`src/rtl/axi_w_router_pkg.sv`:
```
// Shared AXI definitions for the write-data router: width defines, default
// burst-length width, target-select width and the router FSM state type.
`ifndef AXI_W_ROUTER_PKG_DEFINES
`define AXI_W_ROUTER_PKG_DEFINES
`define AXI_SEL_W 3
`define AXI_LEN_W 4
`endif

package axi_w_router_pkg;

    localparam int unsigned SEL_W     = `AXI_SEL_W;
    localparam int unsigned LEN_W_DEF = `AXI_LEN_W;

    typedef enum logic [1:0] {
        StIdle   = 2'd0,
        StActive = 2'd1,
        StDrain  = 2'd2
    } state_e;

endpackage

```
`src/rtl/axi_w_skid.sv`:
```
// Two-entry registered FIFO that decouples the master W channel from the
// selected slave; used by axi_w_router only when AXI_W_SKID_EN is defined.
module axi_w_skid #(
    parameter int unsigned WIDTH = 8
) (
    input  logic             clk,
    input  logic             rst,
    input  logic             in_valid,
    output logic             in_ready,
    input  logic [WIDTH-1:0] in_data,
    output logic             out_valid,
    input  logic             out_ready,
    output logic [WIDTH-1:0] out_data,
    output logic             empty
);

    logic [WIDTH-1:0] mem_q [2];
    logic             wr_ptr_q, rd_ptr_q;
    logic [1:0]       cnt_q;
    logic             push, pop;

    assign in_ready  = (cnt_q != 2'd2);
    assign out_valid = (cnt_q != 2'd0);
    assign empty     = (cnt_q == 2'd0);
    assign out_data  = mem_q[rd_ptr_q];
    assign push      = in_valid && in_ready;
    assign pop       = out_valid && out_ready;

    always_ff @(posedge clk) begin
        if (rst) begin
            for (int i = 0; i < 2; i++) begin
                mem_q[i] <= '0;
            end
            wr_ptr_q <= 1'b0;
            rd_ptr_q <= 1'b0;
            cnt_q    <= 2'd0;
        end else begin
            if (push) begin
                mem_q[wr_ptr_q] <= in_data;
                wr_ptr_q        <= ~wr_ptr_q;
            end
            if (pop) begin
                rd_ptr_q <= ~rd_ptr_q;
            end
            cnt_q <= cnt_q + 2'(push) - 2'(pop);
        end
    end

endmodule

```
`src/rtl/axi_w_router.sv`:
```
// AXI write-data router: steers one master W burst to the slave picked by the
// address channel, generating WLAST locally. Define AXI_W_SKID_EN for a skid buffer.
module axi_w_router
    import axi_w_router_pkg::*;
#(
    parameter int unsigned NUM_S  = 2,
    parameter int unsigned DATA_W = 32,
    parameter int unsigned LEN_W  = LEN_W_DEF
) (
    input  logic                      ACLK,
    input  logic                      ARESET,
    input  logic                      aw_valid,
    input  logic [SEL_W-1:0]          aw_sel,
    input  logic [LEN_W-1:0]          aw_len,
    output logic                      aw_ready,
    input  logic [DATA_W-1:0]         WDATA_M,
    input  logic [DATA_W/8-1:0]       WSTRB_M,
    input  logic                      WLAST_M,
    input  logic                      WVALID_M,
    output logic                      WREADY_M,
    output logic [NUM_S*DATA_W-1:0]   WDATA_S,
    output logic [NUM_S*DATA_W/8-1:0] WSTRB_S,
    output logic [NUM_S-1:0]          WLAST_S,
    output logic [NUM_S-1:0]          WVALID_S,
    input  logic [NUM_S-1:0]          WREADY_S,
    output logic                      busy,
    output logic                      last_err,
    output logic                      dec_err
);

    localparam int unsigned STRB_W = DATA_W / 8;

    state_e             state_q, state_d;
    logic [SEL_W-1:0]   sel_q, sel_d;
    logic [LEN_W-1:0]   len_q, len_d, cnt_q, cnt_d;
    logic               last_err_q, last_err_d, dec_err_q, dec_err_d;

    logic               valid_tgt, gen_last, hs, route_en, sel_ready, m_ready;
    logic               s_valid, s_last;
    logic [DATA_W-1:0]  s_data;
    logic [STRB_W-1:0]  s_strb;

    assign valid_tgt = (32'(sel_q) < NUM_S);
    assign gen_last  = (cnt_q == len_q);

`ifdef AXI_W_SKID_EN
    localparam int unsigned BUF_W = DATA_W + STRB_W + 1;

    logic             push, push_ready, pop_valid, buf_empty;
    logic [BUF_W-1:0] pop_data;

    assign push = (state_q == StActive) && valid_tgt && WVALID_M;

    axi_w_skid #(
        .WIDTH(BUF_W)
    ) u_skid (
        .clk      (ACLK),
        .rst      (ARESET),
        .in_valid (push),
        .in_ready (push_ready),
        .in_data  ({WDATA_M, WSTRB_M, gen_last}),
        .out_valid(pop_valid),
        .out_ready(sel_ready),
        .out_data (pop_data),
        .empty    (buf_empty)
    );

    assign s_valid  = pop_valid;
    assign {s_data, s_strb, s_last} = pop_data;
    assign m_ready  = push_ready;
    assign route_en = (state_q != StIdle);
`else
    assign s_valid  = WVALID_M;
    assign s_data   = WDATA_M;
    assign s_strb   = WSTRB_M;
    assign s_last   = gen_last;
    assign m_ready  = sel_ready;
    assign route_en = (state_q == StActive);
`endif

    // Only the latched target sees traffic; an out-of-range sel matches no slave.
    always_comb begin
        WDATA_S   = '0;
        WSTRB_S   = '0;
        WLAST_S   = '0;
        WVALID_S  = '0;
        sel_ready = 1'b0;
        for (int unsigned i = 0; i < NUM_S; i++) begin
            if (route_en && (sel_q == SEL_W'(i))) begin
                WDATA_S[i*DATA_W +: DATA_W] = s_data;
                WSTRB_S[i*STRB_W +: STRB_W] = s_strb;
                WLAST_S[i]                  = s_last;
                WVALID_S[i]                 = s_valid;
                sel_ready                   = WREADY_S[i];
            end
        end
    end

    assign WREADY_M = (state_q == StActive) && (valid_tgt ? m_ready : 1'b1);
    assign hs       = WVALID_M && WREADY_M;
    assign aw_ready = (state_q == StIdle);
    assign busy     = (state_q != StIdle);
    assign last_err = last_err_q;
    assign dec_err  = dec_err_q;

    always_comb begin
        state_d    = state_q;
        sel_d      = sel_q;
        len_d      = len_q;
        cnt_d      = cnt_q;
        last_err_d = 1'b0;
        dec_err_d  = 1'b0;
        unique case (state_q)
            StIdle: begin
                if (aw_valid) begin
                    sel_d   = aw_sel;
                    len_d   = aw_len;
                    cnt_d   = '0;
                    state_d = StActive;
                end
            end
            StActive: begin
                if (hs) begin
                    cnt_d      = cnt_q + LEN_W'(1);
                    last_err_d = (WLAST_M != gen_last);
                    if (gen_last) begin
                        dec_err_d = !valid_tgt;
`ifdef AXI_W_SKID_EN
                        // The final beat was just pushed, so a routed burst always drains.
                        state_d   = valid_tgt ? StDrain : StIdle;
`else
                        state_d   = StIdle;
`endif
                    end
                end
            end
            StDrain: begin
`ifdef AXI_W_SKID_EN
                if (buf_empty) begin
                    state_d = StIdle;
                end
`else
                state_d = StIdle;
`endif
            end
            default: state_d = StIdle;
        endcase
    end

    always_ff @(posedge ACLK) begin
        if (ARESET) begin
            state_q    <= StIdle;
            sel_q      <= '0;
            len_q      <= '0;
            cnt_q      <= '0;
            last_err_q <= 1'b0;
            dec_err_q  <= 1'b0;
        end else begin
            state_q    <= state_d;
            sel_q      <= sel_d;
            len_q      <= len_d;
            cnt_q      <= cnt_d;
            last_err_q <= last_err_d;
            dec_err_q  <= dec_err_d;
        end
    end

endmodule

```
`config.mk`:
```
export PLATFORM = sky130hd
export DESIGN_NAME = axi_w_router
export DESIGN_NICKNAME = d
export VERILOG_FILES = /design/src/rtl/axi_w_router_pkg.sv /design/src/rtl/axi_w_skid.sv /design/src/rtl/axi_w_router.sv
export SDC_FILE = /design/constraint.sdc
export NUM_CORES = 1
export LEC_CHECK = 0
export CORE_AREA = 2 2 65 73
export CTS_BUF_LIST = sky130_fd_sc_hd__clkbuf_8
export DETAILED_ROUTE_END_ITERATION = 6
export DIE_AREA = 0 0 67 75
export HOLD_SLACK_MARGIN = 0.12
export PLACE_DENSITY = 0.8
export SYNTH_ARGS = -nofsm -noshare
export SYNTH_HDL_FRONTEND = slang
export SYNTH_SLANG_ARGS = --single-unit
```
`constraint.sdc`:
```
create_clock -name ACLK -period 2.08 [get_ports ACLK]
set_input_delay 0.52 -clock ACLK [delete_from_list [all_inputs] [get_ports ACLK]]
set_output_delay 0.52 -clock ACLK [all_outputs]
set_load 0.1 [all_outputs]
```
==> flow_summary_export.csv <==
group,metric,value,unit
grt,grt_usage,0.2795,
synth,avgSynthCellArea,7.311,um^2
setup_path,cpPeakStageDelay,470,ps
detailed_routing,wl_per_cell,24.71,um
pwr,ir_drop,0.4135,mV
place,place_area,3710,um^2
synth,ys_types,29,
flow_run,maxCapViolCount,0,
timing,setup_ws,-144.2,ps
floorplan,pin_count,131,
setup_path,cp-start-kind,"flop",
timing,tightest_slew,471.6,ps
layout,final_layout_size_suffix_gt1_frac,0.6352,
timing,hold_ws,481.8,ps
detailed_routing,drc_errors,0,
detailed_routing,drtIter0Drc,87,
grt,grt_pass1_vias,1815,
detailed_routing,ant_nets,0,
grt,grt_max_degree,31,
setup_path,endpoint_kind,"primary output",
layout,final_nets,359,
status,violations,"setup timing",
timing,rsz0062_at_grt,"true",
floorplan,initial_utilization,0.2853,
timing,slew_headroom,0.6775,
clock_network,path_clk_slew,60,ps
pwr,clkPwrFrac,0.135,
place,pre_cts_ws,57.48,ps
place,io_buffers,130,
grt,antenna_found_initial,0,
setup_path,critPathKind,"flop to primary output",
timing,setup_viol,42,
synth,syn_area,1214,um^2
status,status,"complete, but fails checks",
floorplan,fp.coreArea,4254,um^2
pwr,p_per_area,447.0,nW/um^2
hold_path,hold_path_class,"flop to flop",
detailed_routing,via_per_inst,5.230,
synth,syn_inst,166,
place,globalplace.congestion,0.8604,
floorplan,rows,25,
clock_network,hold_buffers,0,
synth,synth_warnings,0,
clock_network,cts_made_buffers,3,
detailed_routing,num_vias,1888,
clock_network,tritoncts,"done",
setup_path,cp_slowest_cell,"dfxtp_1",
clock_network,cts-root-buf,"clkbuf_8",
pwr,power_switching,847.1,uW
grt,grt-ovfl-total,0,
layout,mostFrequentLayoutCells,"buf_12, clkdlybuf4s50_1, and2_4, and3_4, buf_4",
setup_path,worst_ep_required_time,1560,ps
pwr,netSwitchingFraction,0.4846,
timing,finalHoldViolCount,0,
synth,ys_seq_area_frac,0.2309,
setup_path,worstPathArrival,1700,ps
timing,fin_crit,2224,ps
detailed_routing,drt_pass1_iterations,4,
layout,area_growth,222.3,%
setup_path,path_cells,"xor2_1 > nor4_4 > and3_4 > buf_12",
layout,n_antenna_cell,0,
floorplan,die_h,75,um
pwr,p_leak,0.001614,uW
layout,final_area,3911,um^2
layout,final_common_cell,"buf_12",
clock_network,clk_path_buf_depth,2,
clock_network,numClockSinks,14,
grt,grt_pass1_wl,10430,um
place,dpl.hpwl,5674,um
detailed_routing,routed_wl,8921,um
pwr,p_int,901.1,uW
clock_network,insertion_delay,250,ps
synth,ys_ff_latch,14,
setup_path,worstPathMaxFanout,5,
timing,fmax,449.6,MHz
timing,slew_violations,0,
clock_network,cts_max_level,1,
timing,skew,3.992,ps
timing,post-route-period-util,1.069,
floorplan,die_area,5025,um^2
floorplan,die_w,67,um
pwr,p_comb_frac,0.698,
synth,synth.net_count,217,
pwr,pwr-share-seq,0.167,
[layout make-up]
cell class                 instances  area (um^2)
clock buffer                       3        41.29
clock inverter                     1        3.754
fill                             138        342.8
inverter                           4        18.77
multi-input combinational        133         1169
sequential                        14        292.8
tap                               54        67.56
timing repair buffer             152         2318
[metrics by stage]
stage          cells  total power [uW]    util  setup TNS [ps]
6_report         361              1748  0.9194           -2113
5_1_grt          361              1785  0.9194           -3849
4_1_cts          356              1684  0.8950           -1115
3_5_place_dp     348              1432  0.8721               0
3_3_place_gp     348              1409  0.8721               0
2_1_floorplan    166             966.5       -           -2920
[critical path: cells and delay by family (launching register included)]
family | cells | cell delay, ps
xor gates and xnor gates | 1 | 180
buffers and inverters | 1 | 170
DFF | 1 | 470
and+or+nand+nor | 2 | 610
[cells by family after synthesis]
kind of cell	after synthesis	share of synthesized area
buffers and inverters	19	0.07731
adders and majority gates	1	0.01031
DFF	14	0.2309
AOI/OAI and AO/OA	16	0.08454
and+or+nand+nor	107	0.5227
xor gates and xnor gates	4	0.02886
muxes	5	0.04536
[power groups by stage]
stage | sequential [uW] | clock [uW] | combinational [uW]
finish | 292 | 236 | 1220
global route | 292 | 247 | 1250
CTS | 291 | 239 | 1150
detailed placement | 301 | 0 | 1130
global placement | 300 | 0 | 1110
floorplan | 314 | 0 | 652
[layer usage]
metal | track usage | share of wire | routed length [um] | vias up
met5 | 0 | 0 | 0 | -
met4 | 0.07937 | 0.028 | 249 | 0
met3 | 0.07474 | 0.084 | 746 | 25
met2 | 0.5270 | 0.55 | 4877 | 119
met1 | 0.3044 | 0.34 | 3048 | 891
li1 | - | - | - | 853
[worst paths after layout]
check,startpoint,to,slack (ps),cells past startpoint
min,len_q[3],len_q[3],480,2
max reg2reg,cnt_q[0],last_err,220,6
max,cnt_q[0],WLAST_S[1],-140,4
min reg2reg,len_q[3],len_q[3],480,2
[registers in the layout, summed over array words and instances, names as in the netlist]
register / cells
cnt_q: 4
dec_err: 1
last_err: 1
len_q: 4
sel_q: 3
state_q: 1
[synth_stat cells]
cell type | instances | share of area
inv_1 | 4 | 0.012
xor2_1 | 4 | 0.029
a2111oi_0 | 2 | 0.014
mux2_2 | 1 | 0.0093
a221o_1 | 1 | 0.0082
buf_4 | 1 | 0.0062
nand2b_1 | 1 | 0.0052
a211oi_1 | 2 | 0.012
clkbuf_2 | 2 | 0.0082
clkbuf_1 | 9 | 0.028
buf_2 | 1 | 0.0041
and2_1 | 38 | 0.20
and2b_1 | 1 | 0.0062
mux2i_2 | 1 | 0.011
and3_1 | 38 | 0.20
nor2_1 | 2 | 0.0062
nand3_1 | 5 | 0.021
nor3b_2 | 1 | 0.010
or3_1 | 2 | 0.010
o211a_1 | 1 | 0.0082
buf_6 | 2 | 0.019
ha_1 | 1 | 0.010
mux2i_1 | 3 | 0.025
a21oi_1 | 10 | 0.041
nor4_2 | 1 | 0.010
nand2_1 | 16 | 0.049
dfxtp_1 | 14 | 0.23
nor4b_1 | 1 | 0.0072
nor2b_1 | 1 | 0.0052
[timing repair]
item,CTS,global route
endpoints found under the setup margin,68,76
pin swaps,10,9
cloned,0,3
buffers inserted,4,3
resized for setup,6,8
No activity file was read; power rests on OpenSTA's default activity.
